$ cat src/rtl/mdu_seq.sv
// Sequential multiply/divide unit with HI/LO registers: shift-add multiply, restoring divide.
// Define MDU_DIV_EN to build the divider; without it DIV/DIVU complete as no-ops.
module mdu_seq (
  input  logic        CLK,
  input  logic        RST,
  input  logic        start,
  input  logic [5:0]  func,
  input  logic [31:0] rs_val,
  input  logic [31:0] rt_val,
  output logic        busy,
  output logic        done,
  output logic [31:0] hi,
  output logic [31:0] lo,
  output logic [1:0]  dbg_state
);

  localparam logic [5:0] F_MTHI  = 6'h11;
  localparam logic [5:0] F_MTLO  = 6'h13;
  localparam logic [5:0] F_MULT  = 6'h18;
  localparam logic [5:0] F_MULTU = 6'h19;
  localparam logic [5:0] F_DIV   = 6'h1A;
  localparam logic [5:0] F_DIVU  = 6'h1B;

  typedef enum logic [1:0] {
    ST_IDLE = 2'd0,
    ST_MUL  = 2'd1,
`ifdef MDU_DIV_EN
    ST_DIV  = 2'd2,
`endif
    ST_FIX  = 2'd3
  } state_t;

  state_t      state_q, state_d;
  logic [4:0]  cnt_q, cnt_d;
  logic [63:0] acc_q, acc_d;
  logic [31:0] opnd_q, opnd_d;
  logic        neg_res_q, neg_res_d;
  logic        skip_q, skip_d;
  logic        done_q, done_d;
  logic [31:0] hi_q, hi_d;
  logic [31:0] lo_q, lo_d;

  logic        signed_op, rs_neg, rt_neg;
  logic [31:0] rs_mag, rt_mag;
  logic [32:0] mul_sum;
  logic [63:0] prod_fix;

  // Odd function codes (MULTU/DIVU) are the unsigned variants.
  assign signed_op = ~func[0];
  assign rs_neg    = signed_op & rs_val[31];
  assign rt_neg    = signed_op & rt_val[31];
  assign rs_mag    = rs_neg ? (32'd0 - rs_val) : rs_val;
  assign rt_mag    = rt_neg ? (32'd0 - rt_val) : rt_val;

  // acc holds {partial product, remaining multiplier bits}; shifted right each step.
  assign mul_sum  = {1'b0, acc_q[63:32]} + {1'b0, (acc_q[0] ? opnd_q : 32'd0)};
  assign prod_fix = neg_res_q ? (64'd0 - acc_q) : acc_q;

`ifdef MDU_DIV_EN
  logic        is_div_q, is_div_d;
  logic        neg_rem_q, neg_rem_d;
  logic [32:0] rem_sh, div_trial;
  logic [31:0] quo_fix, rem_fix;

  // acc holds {remainder, dividend/quotient}; a negative trial restores the remainder.
  assign rem_sh    = acc_q[63:31];
  assign div_trial = rem_sh - {1'b0, opnd_q};
  assign quo_fix   = neg_res_q ? (32'd0 - acc_q[31:0]) : acc_q[31:0];
  assign rem_fix   = neg_rem_q ? (32'd0 - acc_q[63:32]) : acc_q[63:32];
`endif

  always_comb begin
    state_d   = state_q;
    cnt_d     = cnt_q;
    acc_d     = acc_q;
    opnd_d    = opnd_q;
    neg_res_d = neg_res_q;
    skip_d    = skip_q;
    done_d    = 1'b0;
    hi_d      = hi_q;
    lo_d      = lo_q;
`ifdef MDU_DIV_EN
    is_div_d  = is_div_q;
    neg_rem_d = neg_rem_q;
`endif
    case (state_q)
      ST_IDLE: begin
        if (start) begin
          case (func)
            F_MTHI: hi_d = rs_val;
            F_MTLO: lo_d = rs_val;
            F_MULT, F_MULTU: begin
              state_d   = ST_MUL;
              cnt_d     = 5'd0;
              acc_d     = {32'd0, rt_mag};
              opnd_d    = rs_mag;
              neg_res_d = rs_neg ^ rt_neg;
              skip_d    = 1'b0;
`ifdef MDU_DIV_EN
              is_div_d  = 1'b0;
`endif
            end
            F_DIV, F_DIVU: begin
`ifdef MDU_DIV_EN
              if (rt_val == 32'd0) begin
                state_d = ST_FIX;
                skip_d  = 1'b1;
              end else begin
                state_d   = ST_DIV;
                cnt_d     = 5'd0;
                acc_d     = {32'd0, rs_mag};
                opnd_d    = rt_mag;
                neg_res_d = rs_neg ^ rt_neg;
                neg_rem_d = rs_neg;
                is_div_d  = 1'b1;
                skip_d    = 1'b0;
              end
`else
              state_d = ST_FIX;
              skip_d  = 1'b1;
`endif
            end
            default: ;
          endcase
        end
      end
      ST_MUL: begin
        acc_d = {mul_sum, acc_q[31:1]};
        cnt_d = cnt_q + 5'd1;
        if (cnt_q == 5'd31) state_d = ST_FIX;
      end
`ifdef MDU_DIV_EN
      ST_DIV: begin
        acc_d = {(div_trial[32] ? rem_sh[31:0] : div_trial[31:0]), acc_q[30:0], ~div_trial[32]};
        cnt_d = cnt_q + 5'd1;
        if (cnt_q == 5'd31) state_d = ST_FIX;
      end
`endif
      ST_FIX: begin
        state_d = ST_IDLE;
        done_d  = 1'b1;
        if (!skip_q) begin
`ifdef MDU_DIV_EN
          if (is_div_q) begin
            lo_d = quo_fix;
            hi_d = rem_fix;
          end else begin
            {hi_d, lo_d} = prod_fix;
          end
`else
          {hi_d, lo_d} = prod_fix;
`endif
        end
      end
      default: state_d = ST_IDLE;
    endcase
  end

  always_ff @(posedge CLK or posedge RST) begin
    if (RST) begin
      state_q   <= ST_IDLE;
      cnt_q     <= 5'd0;
      acc_q     <= 64'd0;
      opnd_q    <= 32'd0;
      neg_res_q <= 1'b0;
      skip_q    <= 1'b0;
      done_q    <= 1'b0;
      hi_q      <= 32'd0;
      lo_q      <= 32'd0;
`ifdef MDU_DIV_EN
      is_div_q  <= 1'b0;
      neg_rem_q <= 1'b0;
`endif
    end else begin
      state_q   <= state_d;
      cnt_q     <= cnt_d;
      acc_q     <= acc_d;
      opnd_q    <= opnd_d;
      neg_res_q <= neg_res_d;
      skip_q    <= skip_d;
      done_q    <= done_d;
      hi_q      <= hi_d;
      lo_q      <= lo_d;
`ifdef MDU_DIV_EN
      is_div_q  <= is_div_d;
      neg_rem_q <= neg_rem_d;
`endif
    end
  end

  assign busy      = (state_q != ST_IDLE);
  assign done      = done_q;
  assign hi        = hi_q;
  assign lo        = lo_q;
  assign dbg_state = state_q;

endmodule

$ cat config.mk
export PLATFORM = sky130hd
export DESIGN_NAME = mdu_seq
export DESIGN_NICKNAME = d
export VERILOG_FILES = /design/src/rtl/mdu_seq.sv
export SDC_FILE = /design/constraint.sdc
export NUM_CORES = 1
export LEC_CHECK = 0
export BUFFER_PORTS_ARGS = -buffer_cell sky130_fd_sc_hd__buf_2
export CORE_MARGIN = 2
export CORE_UTILIZATION = 54
export DETAILED_ROUTE_END_ITERATION = 7
export GPL_TIMING_DRIVEN = 0
export MAX_ROUTING_LAYER = met4
export PLACE_DENSITY = 0.88
export SYNTH_ARGS = -nofsm -noshare
export SYNTH_HDL_FRONTEND = slang
export SYNTH_SLANG_ARGS = --single-unit
$ cat constraint.sdc
create_clock -name CLK -period 5.6 [get_ports CLK]
set_input_delay 1.12 -clock CLK [delete_from_list [all_inputs] [get_ports CLK]]
set_output_delay 1.12 -clock CLK [all_outputs]
set_load 0.05 [all_outputs]
# --- Word level (Yosys, flattened, before mapping) ---
# Index checks and enable logic that the tools add are counted.
word_totals:
  register_bits: 170
  word_cells: 71
  out_inout_bits: 68
op_classes:
  n_eq_ne: 16
  bitwise: 4
  muxes: 24
  n_reduce_logical: 13
  n_addsub: 5
ops:
  columns: ["cell", "n"]
  rows:
  - ["32-bit two-way mux", 9]
  - ["64-bit two-way mux", 3]
  - ["32-bit one-hot mux with 2 select lines", 2]
  - ["64-bit one-hot mux with 2 select lines", 1]
  - ["1-bit by 32-bit subtractor with 32-bit output, first input constant", 2]
  - ["1-bit by 64-bit subtractor with 64-bit output, first input constant", 1]
  - ["6-bit by 5-bit == test with 1-bit output, second input constant", 6]
  - ["32-bit by 32-bit adder with 33-bit output", 1]
  - ["3-bit AND reduction", 4]
  - ["5-bit two-way mux", 2]
  - ["5-bit one-hot mux with 2 select lines", 1]
  - ["2-bit one-hot mux with 2 select lines", 2]
  - ["4-bit AND reduction", 2]
  - ["2-bit nonzero test", 4]
  - ["2-bit by 1-bit != test with 1-bit output, second input constant", 3]
  - ["2-bit != test, second input constant", 3]
  - ["5-bit by 1-bit adder with 5-bit output, second input constant", 1]
  - ["5-bit == test, second input constant", 1]
  - ["2-bit two-way mux", 2]
  - ["2-bit OR reduction", 2]
  - ["3-bit by 1-bit != test with 1-bit output, second input constant", 1]
  - ["1-bit AND", 2]
  - ["2-bit by 1-bit == test with 1-bit output, second input constant", 1]
  - ["2-bit == test, second input constant", 1]
  - ["5 further kinds", 5]

# --- Logic depth before layout (Yosys ltp) ---
# Gate-level depths: netlist of the first run.
logic_depth:
  ltp_word: 6
  depth_mapped: 13
  depth_no_buf: 11

# --- Least setup slack after synthesis of the first run ---
# OpenSTA, ideal clock, no wires.
synth_timing:
  path_kind: "register -> register"
  start: "reg acc_q[0]"
  end: "reg hi_q[30], in the netlist hi[30]"
  stages_incl_launch_ff: 13
  setup_slack_ns: 2.524
  arrival_time_ns: 2.939
  t_required_ns: 5.463
  n_path_buf: 3
  setup_ns: 0.137
  cell_sequence: "dfrtp_1 -> clkbuf_1 -> clkbuf_1 -> inv_1 -> ha_1 -> or3b_1 -> clkbuf_1 -> nor4_2 -> nand4_1 -> or3_1 -> o41ai_2 -> xor2_1 -> a21oi_1"
synth_between:
  elab_chain_len: 4
synth_lines:
  columns: ["element", "line", "source"]
  rows:
  - ["start: declaration", "35", "logic [63:0] acc_q, acc_d;"]
  - ["start signal: assignment", "163", "acc_q <= 64'd0;"]
  - ["start signal: assignment", "177", "acc_q <= acc_d;"]
  - ["1-bit by 64-bit subtractor with 64-bit output", "57", "assign prod_fix = neg_res_q ? (64'd0 - acc_q) : acc_q;"]
  - ["64-bit two-way mux", "57", null]
  - ["32-bit two-way mux", "142", "if (!skip_q) begin"]
  - ["32-bit one-hot mux with 2 select lines", "86", "case (state_q)"]
  - ["end signal: assignment", "182", "hi_q <= hi_d;"]
  - ["end: declaration", "40", "logic [31:0] hi_q, hi_d;"]
# Every way passes these cells. The select of a mux whose other input is x is not followed.
# A chain may end at the register's enable or synchronous reset.

# --- Worst setup path in the final report of the first run ---
layout_timing:
  start: "reg acc_q[0]"
  end: "reg hi_q[24], in the netlist hi[24]"
# The elaborated chain is that of the path after synthesis.

==> flow_summary.yaml, run 1 <==
global_route:
  grt_pass1_vias: 11737
  globalRoute.totalOverflow: 0
  grt_max_degree: 40
  grt_pass1_wl_um: 65300
  antenna_found_initial: 0
  grt_use_total_pct: 38.74
setup_path:
  r2r_setup_slack_ns: 1.08
  critPathMostFrequentCell: "clkbuf_1"
  cp.required_ns: 5.94
  path_buf_inv: 4
  arrival_ns: 4.86
  crit_chain: "clkbuf_1 -> clkbuf_1 -> inv_1 -> ha_1 -> or3b_1 -> clkbuf_1 -> nor4_2 -> nand4_1 -> nand2b_1 -> o41ai_1 -> xor2_1 -> a221oi_1"
  cp_max_fo: 10
  worst-path-stages: 12
  cp-endpoint: "hi[24]"
  slowest_stage: "o41ai_1"
  worstSetupPathType: "register to register"
  rr_endpoint: "hi[24]"
  crit_family: "simple AND/OR/NAND/NOR gates"
  r2r_start: "acc_q[0]"
  slowest_delay_ns: 0.54
  worstSetupEndpointType: "register"
  cp-startpoint: "acc_q[0]"
  critPathLaunchType: "register"
  r2r_cells: 12
die:
  die_h_um: 151.8
  die_w_um: 151.8
  rows: 54
  io_pins: 141
  core_area_um2: 21620
  initial_core_util_pct: 54.53
  dieArea_um2: 23030
hold_path:
  min_path_cells: 2
  hold_path.class: "register to register"
sta:
  max_freq_mhz: 221.1
  finalCritPeriodShare_pct: 80.76
  tns_ns: 0
  rsz0062_at_grt: "no"
  fin_ws_ns: 1.077
  slew_violations: 0
  slew_headroom_pct: 33.60
  fin_skew_ns: 0.01195
  final_hold_viol_count: 0
  holdWs_ns: 0.4783
  setup-violations-final: 0
  tightest_slew_ns: 0.9869
  period_needed_ns: 4.523
drt:
  met3WireLength_um: 5343
  drt_iter0_markers: 1554
  wl_met2_um: 18640
  routed.top_layer: "met4"
  met1_length_um: 17370
  firstDrtPassIters: 6
  ant_nets: 0
  drc: 0
  routed_via_density: 6.667
  via_count: 12600
  wirelength_um: 43020
  wire_per_inst_um: 22.76
logic_synthesis:
  synth.top_cell.area_share_pct: 36.09
  avgSynthCellArea_um2: 8.227
  yosys_register_bits: 170
  synth-compound-area-share_pct: 22.39
  synth_enable_flop_cells: 0
  synth_adder_area_share_pct: 4.097
  ys_async_sr_fraction_pct: 100.0
  synth_ff_type: "dfrtp_1"
  synthesis.nets: 1544
  ys_seq_area_share_pct: 36.09
  synth_cell_types: 75
  yosys-top-cells-area: "dfrtp_1 (36%), o21ai_0 (6.4%), nand2_1 (5.9%)"
  synth_area_um2: 11790
  synthCells: 1433
  synth_top_family_by_area: "compound AO/OA/AOI/OAI gates"
  synth-simple-area-share_pct: 21.91
  synth.most_common_cell: "nand2_1"
  synth_mux_area_share_pct: 2.186
  yosys.area_share.xor_xnor_pct: 9.881
  ys_warn_count: 0
  synth_common_cells: "nand2_1 (185), dfrtp_1 (170), o21ai_0 (151), nor2_1 (119), a21oi_1 (106)"
  yosysTopAreaCell: "dfrtp_1"
clock_network:
  postCtsResizedCells: 0
  htree_num_levels: 4
  post-cts-setup-buffers: 0
  cts_tree: "yes"
  worstSkewPairLatency_ns: 0.45
  clock_path_buffers: 2
  clkSinkCount: 170
  cts_root_buffer: "clkbuf_16"
  cts_buffers: 17
  clkTransAtPathRegs_ns: 0.07
  postCtsHoldBufs: 0
pwr:
  p_int_w: 0.003393
  cellPowerDensity_nw_per_um2: 500.8
  p_leak_nw: 5.806
  p_seq_share_pct: 33.0
  swShare_pct: 49.90
  pwr-share-clk_pct: 18.2
  p_comb_share_pct: 48.8
  p_switching_w: 0.003379
  ir_drop_mv: 0.2337
  totalPowerFinal_w: 0.006772
place:
  portBuffers: 140
  postPlaceCellArea_um2: 12920
  gp_congestion: 1.021
  place_ws_ns: 1.283
  dp_hpwl_um: 33040
final_layout:
  drive_gt1_share_pct: 12.80
  fin_area_um2: 13520
  final_nets: 1707
  areaGrowthSynthToFinish_pct: 14.70
  fillers: 1856
job:
  maxCapViolCount: 0
outcome:
  status: "finished, final reports clean"
==> cells in the final DEF, fill, tap and decap left out, drive strengths merged, types with 16 or more instances in the layout <==
| cell type | n |
|---|---|
| nand2 | 185 |
| dfrtp | 170 |
| o21ai | 158 |
| buf | 149 |
| nor2 | 119 |
| a21oi | 107 |
| clkbuf | 100 |
| xor2 | 67 |
| xnor2 | 66 |
| ha | 37 |
| nor3 | 36 |
| o31ai | 35 |
| and2 | 32 |
| or3 | 30 |
| nor4 | 25 |
| inv | 24 |
| nand3 | 22 |
| mux2i | 19 |
| nand2b | 18 |
| o41ai | 18 |
| or4 | 16 |
==> per-stage QoR <==
step	utilization, %	std cells
final	62.54	1890
after global routing	62.53	1889
after CTS	62.53	1889
after detailed placement	59.77	1857
after global placement	59.40	1853
after floorplan	-	1433
==> state kept, by name (all words and copies together) (netlist names) <==
register	flops
dbg_state	2
skip_q	1
opnd_q	32
done	1
lo	32
cnt_q	5
hi	32
acc_q	64
neg_res_q	1
==> area by class of cell <==
class | count | area, um^2 | share of cell area, %
antenna | 1 | 2.502 | 0.01851
buffer | 85 | 320.3 | 2.369
clock buffer | 20 | 456.7 | 3.377
clock inverter | 12 | 138.9 | 1.027
inverter | 23 | 90.09 | 0.6662
multi-input combinational | 1155 | 7128 | 52.72
sequential | 170 | 4254 | 31.46
tap | 280 | 350.3 | 2.591
timing repair buffer | 144 | 780.7 | 5.774
==> routing by layer <==
layer | up-vias | global-route usage [%]
met2 | 946 | 57.03
met3 | 125 | 8.323
li1 | 5532 | -
met1 | 5997 | 52.25
met5 | - | -
met4 | 0 | 15.65
==> worst reg2reg max path, stage by stage, from the launching register on <==
cell and delay, ns:
dfrtp_1 0.41, clkbuf_1 0.41, clkbuf_1 0.36, inv_1 0.18
ha_1 0.18, or3b_1 0.34, clkbuf_1 0.18, nor4_2 0.49
nand4_1 0.51, nand2b_1 0.39, o41ai_1 0.54, xor2_1 0.12
a221oi_1 0.29
==> worst min path at each step <==
stage                     slack [ns]       start    endpoint
after floorplan                 0.44   opnd_q[0]   opnd_q[0]
after global placement          0.46  opnd_q[28]  opnd_q[28]
after detailed placement        0.46      hi[10]      hi[10]
after CTS                       0.48      hi[10]      hi[10]
after global routing            0.51       hi[5]       hi[5]
final                           0.48       hi[5]       hi[5]
==> power groups by stage <==
stage | clock (W) | sequential (W) | combinational (W)
global placement | 0 | 0.00218 | 0.00314
global route | 0.00127 | 0.00225 | 0.00356
detailed placement | 0 | 0.00220 | 0.00322
floorplan | 0 | 0.00261 | 0.00178
CTS | 0.00122 | 0.00219 | 0.00324
finish | 0.00124 | 0.00223 | 0.00330
==> cells by family (layout without fill, tap and decap cells) <==
family	after synthesis	after routing
simple gates	531	531
compound gates	428	428
flops	170	170
xor+xnor	133	133
buf+inv	108	284
fa+ha+maj	38	38
mux	25	25
other cells	0	1
Note: power is estimated with default switching activity, not from simulation.
==> run 2, diff against run 1 <==
==> constraint.sdc (replaced) <==
create_clock -name CLK -period 4.05 [get_ports CLK]
set_input_delay 0.81 -clock CLK [delete_from_list [all_inputs] [get_ports CLK]]
set_output_delay 0.81 -clock CLK [all_outputs]
set_load 0.05 [all_outputs]
==> flow_summary.yaml, run 2 (synthesis gave the netlist of run 1 again) <==
pwr:
  swShare_pct: 49.86
  totalPowerFinal_w: 0.009367
  ir_drop_mv: 0.3436
  p_switching_w: 0.004670
  p_leak_nw: 5.816
  pwr-share-clk_pct: 18.1
  p_int_w: 0.004697
  p_seq_share_pct: 33.2
  cellPowerDensity_nw_per_um2: 691.7
  p_comb_share_pct: 48.7
place:
  placed_cells: 1857
  portBuffers: 140
  gp_congestion: 1.021
  dp_hpwl_um: 33040
  place_ws_ns: -0.2673
clock_network:
  clock_path_buffers: 2
  clkSinkCount: 170
  cts_buffers: 17
  cts_tree: "yes"
  worstSkewPairLatency_ns: 0.45
  cts_root_buffer: "clkbuf_16"
  clkTransAtPathRegs_ns: 0.08
  htree_num_levels: 4
  postCtsHoldBufs: 0
setup_path:
  crit_chain: "clkbuf_2 -> and2_1 -> ha_1 -> inv_1 -> fa_1 -> nor2b_1 -> o211ai_1 -> a2111oi_0 -> a211oi_1 -> o21ai_0 -> xnor2_1 -> o21ai_0"
  worst-path-stages: 12
  cp-startpoint: "acc_q[0]"
  slowest_stage: "a2111oi_0"
  critPathLaunchType: "register"
  r2r_start: "acc_q[0]"
  r2r_setup_slack_ns: 0.22
  cp-endpoint: "acc_q[55]"
  crit_family: "compound AO/OA/AOI/OAI gates"
  cp.required_ns: 4.36
  worstSetupEndpointType: "register"
  path_buf_inv: 2
  critPathMostFrequentCell: "o21ai_0"
  cp_max_fo: 12
  worstSetupPathType: "register to register"
  r2r_cells: 12
  arrival_ns: 4.14
  slowest_delay_ns: 0.65
  rr_endpoint: "acc_q[55]"
final_layout:
  areaGrowthSynthToFinish_pct: 14.87
  antenna_cells: 0
  final_nets: 1708
  final_cells: 1890
  mostFrequentLayoutCell: "nand2_1"
  drive_gt1_share_pct: 13.04
  largest_reg_flops: 64
  final_cell_mix: "nand2_1 (185), dfrtp_1 (169), o21ai_0 (151)"
  top_register: "acc_q"
global_route:
  globalRoute.totalOverflow: 0
  grt_max_degree: 40
  grt_pass1_vias: 11758
  grt_use_total_pct: 38.73
  antenna_found_initial: 0
  grt_pass1_wl_um: 65260
drt:
  drc: 0
  wire_per_inst_um: 22.72
  via_count: 12607
  firstDrtPassIters: 6
  routed_via_density: 6.670
  wirelength_um: 42950
  ant_nets: 0
  drt_iter0_markers: 1519
die:
  io_pins: 141
  rows: 54
  core_area_um2: 21620
  die_h_um: 151.8
  initial_core_util_pct: 54.53
  die_w_um: 151.8
  dieArea_um2: 23030
sta:
  rsz0062_at_grt: "no"
  holdWs_ns: 0.4088
  slew_headroom_pct: 31.56
  final_hold_viol_count: 0
  fin_skew_ns: 0.01269
  period_needed_ns: 3.828
  slew_violations: 0
  finalCritPeriodShare_pct: 94.51
  setup-violations-final: 0
  fin_ws_ns: 0.2224
  tightest_slew_ns: 1.017
  max_freq_mhz: 261.3
job:
  maxCapViolCount: 0
hold_path:
  hold_path.class: "input port to async pin"
outcome:
  status: "finished, final reports clean"
run 2: cell types whose count changed in the layout (fill, tap and decap cells not counted), sizes merged:
cell and change:
buf +2, clkbuf -1, diode -1
run 2: worst min path at each step:
stage          startpoint    endpoint  depth (start not counted)
5_1_grt               RST       lo[9]                          2
4_1_cts               RST        done                          2
3_3_place_gp   opnd_q[28]  opnd_q[28]                          2
6_report              RST        done                          2
2_1_floorplan   opnd_q[0]   opnd_q[0]                          2
3_5_place_dp       hi[10]      hi[10]                          2
run 2: timing repair:
| action | 4_1_cts | 5_1_grt |
|---|---|---|
| hold endpoints to repair | 0 | 0 |
| resized for setup | 0 | 4 |
| buffers inserted | 2 | 0 |
| pin swaps | 1 | 0 |
| setup endpoints to repair | 8 | 11 |
run 2: through the flow:
stage | TNS (ns) | utilization, % | area (um^2)
after global placement | -0.7024 | 59.40 | 12840
final | 0 | 62.63 | 13540
after floorplan | 0 | - | 11790
after CTS | 0 | 62.58 | 13530
after detailed placement | -1.069 | 59.77 | 12920
after global routing | 0 | 62.63 | 13540
run 2: power by group through the flow:
stage	clock, W	combinational, W	sequential [W]
final	0.00170	0.00456	0.00311
after global routing	0.00175	0.00492	0.00314
after global placement	0	0.00434	0.00302
after detailed placement	0	0.00445	0.00304
after CTS	0.00169	0.00445	0.00305
after floorplan	0	0.00247	0.00360
run 2: area by class of cell:
class                   instances  area, um^2
fillers                      1854        8079
multi-input cells            1155        7137
flip-flops and latches        170        4255
repair buffers                146       795.8
clock buffers                  20       456.7
well taps                     280       350.3
plain buffers                  84       317.8
clock inverters                12       138.9
inverters                      23       90.09
run 2: metal layers:
layer,routed length (um),global-route usage [%]
met1,17330,52.08
met2,18480,56.91
met3,5317,8.473
met4,1814,15.97
met5,0,-
==> run 3, diff against run 2 <==
--- a/config.mk
+++ b/config.mk
@@ -12,6 +12,7 @@
 export GPL_TIMING_DRIVEN = 0
 export MAX_ROUTING_LAYER = met4
 export PLACE_DENSITY = 0.88
+export RECOVER_POWER = 25
 export SYNTH_ARGS = -nofsm -noshare
 export SYNTH_HDL_FRONTEND = slang
 export SYNTH_SLANG_ARGS = --single-unit
==> flow_summary.yaml, run 3 (synthesis gave the netlist of run 1 again) <==
global_route:
  antenna_found_initial: 0
  grt_use_total_pct: 38.73
  grt_pass1_vias: 11758
  globalRoute.totalOverflow: 0
  grt_pass1_wl_um: 65260
  grt_max_degree: 40
final_layout:
  top_register: "acc_q"
  final_nets: 1708
  mostFrequentLayoutCell: "nand2_1"
  fin_area_um2: 13520
  areaGrowthSynthToFinish_pct: 14.71
  final_cell_mix: "nand2_1 (185), dfrtp_1 (169), o21ai_0 (151)"
  largest_reg_flops: 64
  final_cells: 1890
  antenna_cells: 0
  drive_gt1_share_pct: 12.98
clock_network:
  htree_num_levels: 4
  clkTransAtPathRegs_ns: 0.07
  cts_buffers: 17
  clkSinkCount: 170
  postCtsHoldBufs: 0
  clock_path_buffers: 2
  cts_root_buffer: "clkbuf_16"
  cts_tree: "yes"
  worstSkewPairLatency_ns: 0.45
sta:
  slew_headroom_pct: -58.67
  final_hold_viol_count: 0
  fin_skew_ns: 0.01393
  tightest_slew_ns: 2.380
  slew_violations: 36
  rsz0062_at_grt: "no"
  tns_ns: 0
  max_freq_mhz: 261.7
  finalCritPeriodShare_pct: 94.36
  period_needed_ns: 3.821
  holdWs_ns: 0.4787
  setup-violations-final: 0
job:
  maxCapViolCount: 1
setup_path:
  cp-startpoint: "acc_q[0]"
  arrival_ns: 4.13
  critPathMostFrequentCell: "o21ai_0"
  worstSetupPathType: "register to register"
  cp.required_ns: 4.36
  r2r_setup_slack_ns: 0.23
  crit_chain: "clkbuf_2 -> and2_1 -> ha_1 -> inv_1 -> fa_1 -> nor2b_1 -> o211ai_1 -> a2111oi_0 -> a211oi_1 -> o21ai_0 -> xnor2_1 -> o21ai_0"
  critPathLaunchType: "register"
  worst-path-stages: 12
  slowest_delay_ns: 0.63
  slowest_stage: "a2111oi_0"
  r2r_cells: 12
  crit_family: "compound AO/OA/AOI/OAI gates"
  path_buf_inv: 2
  worstSetupEndpointType: "register"
  cp_max_fo: 12
  r2r_start: "acc_q[0]"
pwr:
  p_switching_w: 0.004671
  cellPowerDensity_nw_per_um2: 692.6
  totalPowerFinal_w: 0.009367
  p_leak_nw: 5.808
  swShare_pct: 49.87
  p_int_w: 0.004695
  p_comb_share_pct: 48.6
  p_seq_share_pct: 33.2
  pwr-share-clk_pct: 18.2
  ir_drop_mv: 0.3417
place:
  portBuffers: 140
  dp_hpwl_um: 33040
  gp_congestion: 1.021
  placed_cells: 1857
  postPlaceCellArea_um2: 12920
die:
  core_area_um2: 21620
  dieArea_um2: 23030
  rows: 54
  die_h_um: 151.8
  initial_core_util_pct: 54.53
  io_pins: 141
  die_w_um: 151.8
drt:
  routed_via_density: 6.645
  via_count: 12559
  ant_nets: 0
  wirelength_um: 42860
  drt_iter0_markers: 1628
  wire_per_inst_um: 22.68
  drc: 0
  firstDrtPassIters: 6
hold_path:
  hold_path.class: "register to register"
  min_path_cells: 2
  hp-start: "hi[5]"
outcome:
  status: "finished with violations"
  violations: "capacitance limit, slew limit"
==> run 3: what timing repair did <==
item	4_1_cts	5_1_grt
gates resized for setup	0	4
hold endpoints to repair	0	0
setup endpoints to repair	8	11
pin swaps	1	0
buffers inserted	2	0
==> run 3: cell type report <==
type,count,area [um^2]
fill,1858,8098
multi-input combinational,1155,7137
sequential,170,4255
timing repair buffer,146,779.5
clock buffer,20,456.7
tap,280,350.3
buffer,84,317.8
clock inverter,12,138.9
inverter,23,87.58
==> run 3: worst min-delay path: cells and delay by family (launching register included) <==
family           cells  cell delay (ns)
flip-flops           1             0.34
AND/OR/NAND/NOR      1             0.05
AO/OA/AOI/OAI        1             0.05
==> run 3: path summary, 6_finish.rpt <==
check / endpoint
worst max-delay path: acc_q[55]
worst min-delay path: hi[5]
worst max register to register: acc_q[55]
worst min register to register: hi[5]
max in group asynchronous: opnd_q[27]
min in group asynchronous: done
==> run 3: power groups by stage <==
stage               clock (W)  sequential [W]  combinational, W
floorplan                   0         0.00360           0.00247
global placement            0         0.00302           0.00434
detailed placement          0         0.00304           0.00445
CTS                   0.00169         0.00305           0.00445
global route          0.00175         0.00314           0.00492
finish                0.00171         0.00311           0.00455
==> run 3: per-layer routing <==
layer	routed length (um)	up-vias	GRT usage [%]
met5	0	-	-
li1	-	5522	-
met1	17290	5945	52.08
met4	1906	0	15.97
met3	5314	155	8.473
met2	18350	937	56.91
==> run 3: through the flow <==
step	setup slack [ns]	utilization, %
final	0.2286	62.55
after global routing	0.08152	62.55
after CTS	0.06984	62.58
after detailed placement	-0.2673	59.77
after global placement	-0.2348	59.40
after floorplan	0.9738	-
